===== src/rtl/if_id_dump_tx.sv =====
// Streams a frozen IF/ID latch snapshot to the UART TX as HEADER, data bytes LSB-first, XOR checksum.
// One byte per start/done handshake; a synchronous reset aborts any frame in flight.
module if_id_dump_tx #(
  parameter int                  IF_ID_SIZE = 40,
  parameter int                  NB_BYTE    = 8,
  parameter logic [NB_BYTE-1:0]  HEADER     = 8'h1D
) (
  input  logic                  i_clk,
  input  logic                  i_reset,
  input  logic                  i_start,
  input  logic [IF_ID_SIZE-1:0] i_IF_ID_data,
  input  logic                  i_tx_done,
  output logic                  o_tx_start,
  output logic [NB_BYTE-1:0]    o_tx_data,
  output logic                  o_busy,
  output logic                  o_done
);

  localparam int NB_DATA  = (IF_ID_SIZE + NB_BYTE - 1) / NB_BYTE;
  localparam int PAD_W    = NB_DATA * NB_BYTE;
  localparam int NB_FRAME = NB_DATA + 2;
  localparam int IDX_W    = $clog2(NB_FRAME);
  localparam logic [IDX_W-1:0] LAST_IDX = IDX_W'(NB_FRAME - 1);

  typedef enum logic [1:0] {IDLE, SEND, WAIT, DONE} state_t;

  state_t               state_q, state_d;
  logic [PAD_W-1:0]     snap_q, snap_d;
  logic [IDX_W-1:0]     idx_q, idx_d;
  logic [NB_BYTE-1:0]   chk_q, chk_d;
  logic [NB_BYTE-1:0]   txData_q, txData_d;
  logic [PAD_W-1:0]     captureWord;
  logic [IDX_W-1:0]     nextIdx;
  logic [NB_BYTE-1:0]   dataByte;

  // Frame index: 0 is the header, 1..NB_DATA the data bytes, LAST_IDX the checksum.
  always_comb begin
    state_d   = state_q;
    snap_d    = snap_q;
    idx_d     = idx_q;
    chk_d     = chk_q;
    txData_d  = txData_q;
    captureWord = '0;
    captureWord[IF_ID_SIZE-1:0] = i_IF_ID_data;
    nextIdx   = idx_q + IDX_W'(1);
    dataByte  = '0;
    for (int i = 0; i < NB_DATA; i++) begin
      if (nextIdx == IDX_W'(i + 1)) dataByte = snap_q[i*NB_BYTE +: NB_BYTE];
    end

    case (state_q)
      IDLE: begin
        if (i_start) begin
          state_d  = SEND;
          snap_d   = captureWord;
          idx_d    = '0;
          chk_d    = '0;
          txData_d = HEADER;
        end
      end
      SEND: state_d = WAIT;
      WAIT: begin
        if (i_tx_done) begin
          if (idx_q == LAST_IDX) begin
            state_d = DONE;
          end else begin
            state_d = SEND;
            idx_d   = nextIdx;
            // The checksum is complete by the time the last index is reached.
            if (nextIdx == LAST_IDX) begin
              txData_d = chk_q;
            end else begin
              txData_d = dataByte;
              chk_d    = chk_q ^ dataByte;
            end
          end
        end
      end
      DONE: state_d = IDLE;
      default: state_d = IDLE;
    endcase
  end

  always_ff @(posedge i_clk) begin
    if (i_reset) begin
      state_q  <= IDLE;
      snap_q   <= '0;
      idx_q    <= '0;
      chk_q    <= '0;
      txData_q <= '0;
    end else begin
      state_q  <= state_d;
      snap_q   <= snap_d;
      idx_q    <= idx_d;
      chk_q    <= chk_d;
      txData_q <= txData_d;
    end
  end

  assign o_tx_start = (state_q == SEND);
  assign o_tx_data  = txData_q;
  assign o_busy     = (state_q != IDLE);
  assign o_done     = (state_q == DONE);

endmodule


===== config.mk =====
export PLATFORM = sky130hd
export DESIGN_NAME = if_id_dump_tx
export DESIGN_NICKNAME = d
export VERILOG_FILES = /design/src/rtl/if_id_dump_tx.sv
export SDC_FILE = /design/constraint.sdc
export NUM_CORES = 1
export LEC_CHECK = 0
export CAP_MARGIN = 10
export CORE_MARGIN = 2
export CORE_UTILIZATION = 45
export CTS_CLUSTER_SIZE = 12
export DETAILED_ROUTE_END_ITERATION = 16
export GPL_TIMING_DRIVEN = 0
export PLACE_DENSITY = 0.79
export SYNTH_ARGS = -nofsm -noshare
export SYNTH_HDL_FRONTEND = slang
export SYNTH_SLANG_ARGS = --single-unit
export TNS_END_PERCENT = 100

===== constraint.sdc =====
create_clock -name i_clk -period 2.24 [get_ports i_clk]
set_input_delay 0.56 -clock i_clk [delete_from_list [all_inputs] [get_ports i_clk]]
set_output_delay 0.56 -clock i_clk [all_outputs]
set_load 0.02 [all_outputs]

Word level (Yosys, flattened, before mapping)
Cells that the tools add are included.

Add/sub/neg operators: 1. Equal/unequal tests: 14. Muxes and demuxes: 23. Bitwise gates (word level): 1. Reduce and logical (&&, ||, !) cells: 7.

Operator list (count): 2-to-1 mux 8 bit (13); one-hot mux 8 bit (2 select lines) (2); equality test 3 bit, second input constant (4); 2-to-1 mux 3 bit (3); inequality test 2 bit, second input constant (4); one-hot mux 2 bit (4 select lines) (1); bitwise XOR 8 bit (1); equality test 3 x 2 -> 1 bit, second input constant (2); 2-to-1 mux 2 bit (3); one-hot mux 3 bit (2 select lines) (1); AND reduction 5 bit (1); equality test 2 bit, second input constant (2); AND reduction 2 bit (2); AND reduction 4 bit (1); nonzero test 2 bit (2); adder 3 x 1 -> 3 bit, second input constant (1); equality test 3 x 1 -> 1 bit, second input constant (1); equality test 2 x 1 -> 1 bit, second input constant (1); zero test 2 bit (1).

Flip-flop bits (word level): 61. Bits of input ports: 44. Output and inout port bits: 11.

Depth between registers and ports, before layout
Gate-level depths: netlist (run 1).

Depth in word-level cells: 12. Depth in mapped cells: 8. Mapped depth without buffers: 6.

Least setup slack after synthesis (run 1)
OpenSTA, ideal clock, no wires.

Path type: reg-to-reg. From: register idx_q[0]. To: register txData_q[6] (netlist: o_tx_data[6]). Arrival time: 1.677 ns. Slack: 0.504 ns. Stages on the path, launching flop included: 8. Path buffers: 1. Period minus slack after synthesis: 1.736 ns. Cells stage by stage: dfxtp_1 -> inv_1 -> ha_1 -> buf_2 -> and2_1 -> a2111oi_2 -> a21boi_0 -> a221o_1.

Longest elaborated chain between the ends: 11. Elaborated cells between the ends (all ways): 19. Those cells by class: 1 x add/sub; 8 x eq/ne; 9 x mux; 1 x reduce/logical.

Ends and longest elaborated chain: from (decl) (line 29) `logic [IDX_W-1:0] idx_q, idx_d;`; from (signal assigned) (line 94) `idx_q <= idx_d;`; adder 3 x 1 -> 3 bit (line 45) `nextIdx = idx_q + IDX_W'(1);`; equality test 3 x 1 -> 1 bit (line 48) `if (nextIdx == IDX_W'(i + 1)) dataByte = snap_q[i*NB_BYTE +: NB_BYTE];`; 2-to-1 mux 8 bit (5 in a row) (line 48); 2-to-1 mux 8 bit (line 70) `if (nextIdx == LAST_IDX) begin`; 2-to-1 mux 8 bit (line 64) `if (idx_q == LAST_IDX) begin`; 2-to-1 mux 8 bit (line 63) `if (i_tx_done) begin`; one-hot mux 8 bit (2 select lines) (line 51) `case (state_q)`; to (signal assigned) (line 96) `txData_q <= txData_d;`; to (decl) (line 31) `logic [NB_BYTE-1:0] txData_q, txData_d;`.

Several ways; a longest one is shown, not always the timed one. The select of a mux whose other input is x is not followed. A chain may end at the register's enable or synchronous reset.

Worst setup path after layout (run 1)
From: register idx_q[0]. To: register txData_q[7] (netlist: o_tx_data[7]).

The elaborated chain is that of the path after synthesis.

==> results of run 1 <==
-- per-layer routing --
| metal | routed length, um | vias to the layer above |
|---|---|---|
| li1 | - | 1368 |
| met1 | 3290 | 1273 |
| met2 | 3563 | 108 |
| met3 | 376 | 13 |
| met4 | 151 | 0 |
| met5 | 0 | - |
-- metrics by stage --
step,instance area (um^2),hold slack [ns]
6_report,3769,0.4560
2_1_floorplan,2900,0.4320
3_3_place_gp,3537,0.4402
3_5_place_dp,3537,0.4441
5_1_grt,3769,0.4743
4_1_cts,3761,0.4536
-- cell usage in the layout, fill, tap and decap left out, types with 8 or more instances in the layout --
master | netlist | final
nand2_1 | 100 | 100
dfxtp_1 | 61 | 60
a21oi_1 | 57 | 57
clkdlybuf4s50_1 | 0 | 54
nand3b_1 | 15 | 15
clkbuf_1 | 11 | 11
inv_1 | 10 | 10
buf_2 | 10 | 10
clkbuf_8 | 0 | 10
a211oi_1 | 9 | 9
nor2_1 | 8 | 8
or3_1 | 8 | 8
mux2i_1 | 8 | 8
-- report_power, final --
group,leakage [nW],switching (mW),internal (mW)
Sequential,0.500,0.0418,1.15
Clock,0.112,0.441,0.654
Combinational,0.789,0.219,0.195
Total,1.40,0.702,2.00
-- sequential cells by signal, indices dropped and copies added, names as in the netlist --
register   cells
chk_q          8
idx_q          3
o_tx_data      8
snap_q        40
state_q        2
-- final cells by class --
type / instances / area, um^2 / area share
plain buffers: 26 / 128.9 / 0.03420
clock buffers: 10 / 137.6 / 0.03652
clock inverters: 6 / 86.33 / 0.02291
inverters: 10 / 37.54 / 0.009960
multi-input cells: 261 / 1519 / 0.4031
flip-flops and latches: 61 / 1222 / 0.3244
well taps: 77 / 96.34 / 0.02556
repair buffers: 54 / 540.5 / 0.1434
-- cells by family after synthesis --
| kind of cell | Yosys count | synth area share |
|---|---|---|
| multiplexers | 8 | 0.02761 |
| AND/OR/NAND/NOR | 146 | 0.2399 |
| adder cells (fa/ha/maj) | 5 | 0.02157 |
| XOR/XNOR | 2 | 0.008630 |
| buffers and inverters | 36 | 0.05738 |
| flip-flops | 61 | 0.4211 |
| AO/OA/AOI/OAI | 100 | 0.2239 |
-- worst max-delay path by stage --
stage | end | cells after the start
5_1_grt | o_tx_data[2]$_SDFFE_PP0P_ | 7
4_1_cts | o_tx_start | 2
2_1_floorplan | o_tx_data[6]$_SDFFE_PP0P_ | 7
6_report | o_tx_data[7]$_SDFFE_PP0P_ | 7
3_5_place_dp | o_tx_data[7]$_SDFFE_PP0P_ | 5
3_3_place_gp | o_tx_data[7]$_SDFFE_PP0P_ | 5
-- critical path, cell delays in order, from the launching register on --
cell and delay (ns):
dfxtp_1 0.42, inv_1 0.11, ha_1 0.20, buf_2 0.17, and2_1 0.22, a2111oi_2 0.52
a21boi_0 0.35, a221o_1 0.16
==> impl_metrics.py, run 1 <==
metrics = {
    "power_and_ir_drop": {
        "vdd_ir_drop_max_v": 0.0004843,
        "power.total_mw": 2.703,
        "leakagePower_nw": 1.401,
        "power_density_mw_per_mm2": 717.2,
    },
    "setup_path": {
        "r2r-start": "idx_q[0]$_SDFFE_PP0P_",
        "rr_worst_depth": 7,
        "crit_required_ns": 2.52,
        "cp-startpoint": "idx_q[0]$_SDFFE_PP0P_",
        "cp-end-kind": "flop",
        "path_max_fanout": 8,
        "cp-start-kind": "flop",
        "rrSetupSlack_ns": 0.03,
        "r2r_end": "o_tx_data[7]$_SDFFE_PP0P_",
        "crit_type": "reg -> reg",
        "cp.arrival_ns": 2.49,
    },
    "logic_synthesis": {
        "synthTopCellsByArea": "dfxtp_1 42%, nand2_1 13%, a21oi_1 9.8%",
        "synth_top_flop_cell": "dfxtp_1",
        "syn_area_mm2": 0.002900,
        "synth_cell_types": 40,
        "ys_ff_latch": 61,
        "yosys.area.top_type": "dfxtp_1",
        "synthArstFlopShare": 0,
        "synth_edf_count": 0,
        "synth-seq-area-share": 0.4211,
        "synth_common_cells": "100 x nand2_1, 61 x dfxtp_1, 57 x a21oi_1, 15 x nand3b_1, 11 x clkbuf_1",
        "synth.avg_cell_area_um2": 8.101,
        "yosys.area.top_type_share": 0.4211,
        "post-synth-top-count-cell": "nand2_1",
        "synth_cells": 358,
        "syn_nets": 407,
        "synth_warnings": 0,
    },
    "final_layout": {
        "final_util": 0.6004,
        "synthToLayoutAreaGrowth_pct": 29.94,
        "fill_cells": 573,
        "nets": 472,
        "drive_gt1_frac": 0.09579,
        "num_antenna_cells": 0,
        "fin_cells": 505,
    },
    "clock_network": {
        "cts_setup_buffers": 0,
        "htreeDepth": 3,
        "cts_buffers": 9,
        "clock_sinks": 61,
        "cts_tree": "built",
        "clock_tree.buffer_depth": 2,
        "clkTransAtPathRegs_ns": 0.07,
        "clkLatencyLatePin_ns": 0.34,
        "hold_buffers": 0,
        "cts_root_buf": "clkbuf_8",
        "cts_resized": 0,
    },
    "hold_path": {
        "worstHoldStart": "snap_q[6]$_SDFFE_PP0P_",
        "hold_path_class": "reg -> reg",
        "worstHoldPathCells": 2,
        "holdPathEnd": "snap_q[6]$_SDFFE_PP0P_",
    },
    "routing": {
        "antenna_left": 0,
        "post_drt_wl_per_cell_um": 14.62,
        "drc": 0,
        "vias_per_cell": 5.469,
        "vias": 2762,
        "wirelength_um": 7382,
        "firstDrtPassIters": 5,
        "dr.first_iter.drc_count": 212,
    },
    "timing": {
        "rsz0062_at_grt": "no",
        "setup_ws_ns": 0.02691,
        "hold_violations": 0,
        "maxSlewViolCount": 0,
        "setup_violations": 0,
        "fmax_mhz": 451.9,
        "fin_tns_setup_ns": 0,
        "worst_pin_slew_ns": 0.6113,
        "fin_crit_ns": 2.213,
        "clock-skew-final_ns": 0.006680,
        "fin_crit_sh": 0.9880,
        "relSlewSlack": 0.5900,
    },
    "floorplanning": {
        "die_w_um": 84.28,
        "dieArea_mm2": 0.007103,
        "initial_core_util": 0.4620,
        "row_count": 29,
        "die_y_um": 84.28,
        "coreArea_mm2": 0.006277,
        "io_pins": 55,
    },
    "placement": {
        "gp_congestion": 0.8875,
        "portBuffers": 54,
        "place_hpwl_um": 5540,
        "preCtsSetupSlack_ns": -0.1085,
        "dpl.cell_count": 489,
    },
    "run": {
        "cap_violations": 0,
    },
    "global_route": {
        "met2_usage": 0.3651,
        "grt_max_degree": 12,
        "grt_use_met3": 0.03835,
        "grt_use_met1": 0.2647,
        "grt_usage": 0.2140,
        "grt_pass1_wl_um": 12050,
        "antenna_found_initial": 0,
        "overflow": 0,
        "first_global_vias": 2665,
        "grt-busiest-layer": "met2",
    },
    "run_status": {
        "status": "complete, no violations",
    },
}
No activity file was read; power rests on OpenSTA's default activity.
==> run 2: changes to the inputs <==
CORE_ASPECT_RATIO = 1.75   (was not set)
CTS_BUF_LIST = sky130_fd_sc_hd__clkbuf_8 sky130_fd_sc_hd__clkbuf_16   (was not set)
REMOVE_ABC_BUFFERS = 1   (was not set)
==> run 2 against run 1 <==
Against the previous run: clock skew decreased by 0.0020 ns; worst setup slack improved by 0.065 ns; core utilization decreased by 0.092 points; sequential share of layout area increased by 0.30 points; routed wire length decreased by 4.0%; cell count decreased by 4.0%; power decreased by 7.8%; critical path depth decreased by 1; clock power decreased by 20%; worst hold slack got worse by 0.00087 ns; critical endpoint is now o_tx_data[1]$_SDFFE_PP0P_; largest power group unchanged.
==> impl_metrics.py, run 2 (same netlist as run 1, synthesis figures left out) <==
metrics = {
    "global_route": {
        "first_global_vias": 2555,
        "antenna_found_initial": 0,
        "grt_max_degree": 52,
        "grt_pass1_wl_um": 11410,
        "grt_usage": 0.2122,
        "overflow": 0,
    },
    "clock_network": {
        "cts_setup_buffers": 0,
        "clock_tree.buffer_depth": 2,
        "cts_root_buf": "clkbuf_8",
        "clock_sinks": 61,
        "htreeDepth": 3,
        "hold_buffers": 0,
        "clkLatencyLatePin_ns": 0.33,
        "cts_buffers": 9,
        "cts_resized": 5,
        "cts_tree": "built",
        "clkTransAtPathRegs_ns": 0.06,
    },
    "final_layout": {
        "final_cell_mix": "100 x nand2_1, 60 x dfxtp_1, 57 x a21oi_1",
        "final_cell_area_mm2": 0.003734,
        "num_antenna_cells": 0,
        "fill_cells": 567,
        "final_common_cell": "nand2_1",
        "drive_gt1_frac": 0.08642,
        "synthToLayoutAreaGrowth_pct": 28.73,
        "largest_reg_flops": 40,
        "regMostFlops": "snap_q",
        "nets": 450,
    },
    "placement": {
        "portBuffers": 54,
        "preCtsSetupSlack_ns": -0.6364,
        "dpl-instance-area_mm2": 0.003503,
        "place_hpwl_um": 4917,
        "gp_congestion": 0.9257,
    },
    "setup_path": {
        "cp.arrival_ns": 2.37,
        "crit_chain": "clkdlybuf4s50_1 -> or3b_4 -> buf_16 -> o21ai_4 -> nor2_4 -> a221o_1",
        "crit_family": "buffers and inverters",
        "path_buf_inv": 2,
        "crit_required_ns": 2.46,
        "crit_slowest_cell": "or3b_4",
        "cp-start-kind": "input pin",
        "cp-end-kind": "flop",
        "crit_type": "in -> reg",
        "path_max_fanout": 22,
        "max_stage_delay_ns": 0.53,
    },
    "timing": {
        "setup_violations": 0,
        "maxSlewViolCount": 0,
        "relSlewSlack": 0.5939,
        "fin_crit_sh": 0.9591,
        "hold_violations": 0,
        "fin_crit_ns": 2.148,
        "clock-skew-final_ns": 0.004707,
        "fmax_mhz": 465.5,
        "setup_ws_ns": 0.09158,
        "worst_pin_slew_ns": 0.6056,
        "holdWs_ns": 0.4551,
    },
    "floorplanning": {
        "initial_core_util": 0.4656,
        "die_y_um": 110.2,
        "row_count": 38,
        "coreArea_mm2": 0.006228,
        "io_pins": 55,
        "die_w_um": 64.69,
        "dieArea_mm2": 0.007128,
    },
    "power_and_ir_drop": {
        "vdd_ir_drop_max_v": 0.0004085,
        "leakagePower_nw": 1.370,
        "power_density_mw_per_mm2": 667.4,
    },
    "routing": {
        "vias_per_cell": 5.536,
        "antenna_left": 0,
        "vias": 2685,
        "drc": 0,
        "dr.first_iter.drc_count": 118,
        "wirelength_um": 7089,
        "firstDrtPassIters": 5,
        "post_drt_wl_per_cell_um": 14.62,
    },
    "hold_path": {
        "hold_path_class": "reg -> reg",
    },
    "run": {
        "cap_violations": 0,
    },
    "run_status": {
        "status": "complete, no violations",
    },
}
-- run 2: cell count changes in the layout (fill, tap and decap cells not counted), sizes merged, moves of 2 or more --
cell and change:
buf -10, clkbuf -9, bufinv -2, clkdlybuf4s50 -2, clkinv -2, inv +2
-- run 2: power by group --
| group | internal, mW | total (mW) | switching [mW] | leakage, nW |
|---|---|---|---|---|
| logic | 0.205 | 0.417 | 0.211 | 0.770 |
| registers | 1.15 | 1.20 | 0.0454 | 0.500 |
| clock network | 0.476 | 0.878 | 0.402 | 0.101 |
-- run 2: per-layer routing --
layer,GRT usage,vias up,routed length (um)
met4,0.1368,0,319
met5,0,-,0
met1,0.2161,1250,2603
met3,0.03553,24,358
met2,0.3943,83,3808
li1,-,1328,-
-- run 2: layout make-up --
class                   instances  area, um^2  area share
flip-flops and latches         61        1222      0.3274
repair buffers                 58       628.1      0.1682
multi-input cells             261        1568      0.4199
inverters                      10       37.54     0.01005
clock inverters                 3       12.51    0.003351
well taps                      80       100.1     0.02681
clock buffers                  12       165.2     0.04424
-- run 2: per-stage QoR --
stage / setup TNS, ns / total power [mW] / util / cells
2_1_floorplan: -6.648 / 1.418 / - / 332
3_3_place_gp: -82.93 / 1.589 / 0.5478 / 466
6_report: 0 / 2.492 / 0.5994 / 485
3_5_place_dp: -8.932 / 1.629 / 0.5625 / 470
4_1_cts: 0 / 2.502 / 0.5934 / 485
5_1_grt: -0.007126 / 2.601 / 0.5994 / 485
-- run 2: worst min-delay path, cell delays in order, from the launching register on --
cell,delay (ns)
dfxtp_1,0.31
nand2_1,0.05
a21oi_1,0.05
-- run 2: final timing paths --
| kind | from | endpoint | slack [ns] | cells past startpoint |
|---|---|---|---|---|
| worst max register to register | idx_q[0]$_SDFFE_PP0P_ | chk_q[7]$_SDFFE_PP0P_ | 0.12 | 5 |
| worst min register to register | snap_q[0]$_SDFFE_PP0P_ | snap_q[0]$_SDFFE_PP0P_ | 0.46 | 2 |
| worst max-delay path | i_start | o_tx_data[1]$_SDFFE_PP0P_ | 0.09 | 6 |
| worst min-delay path | snap_q[0]$_SDFFE_PP0P_ | snap_q[0]$_SDFFE_PP0P_ | 0.46 | 2 |
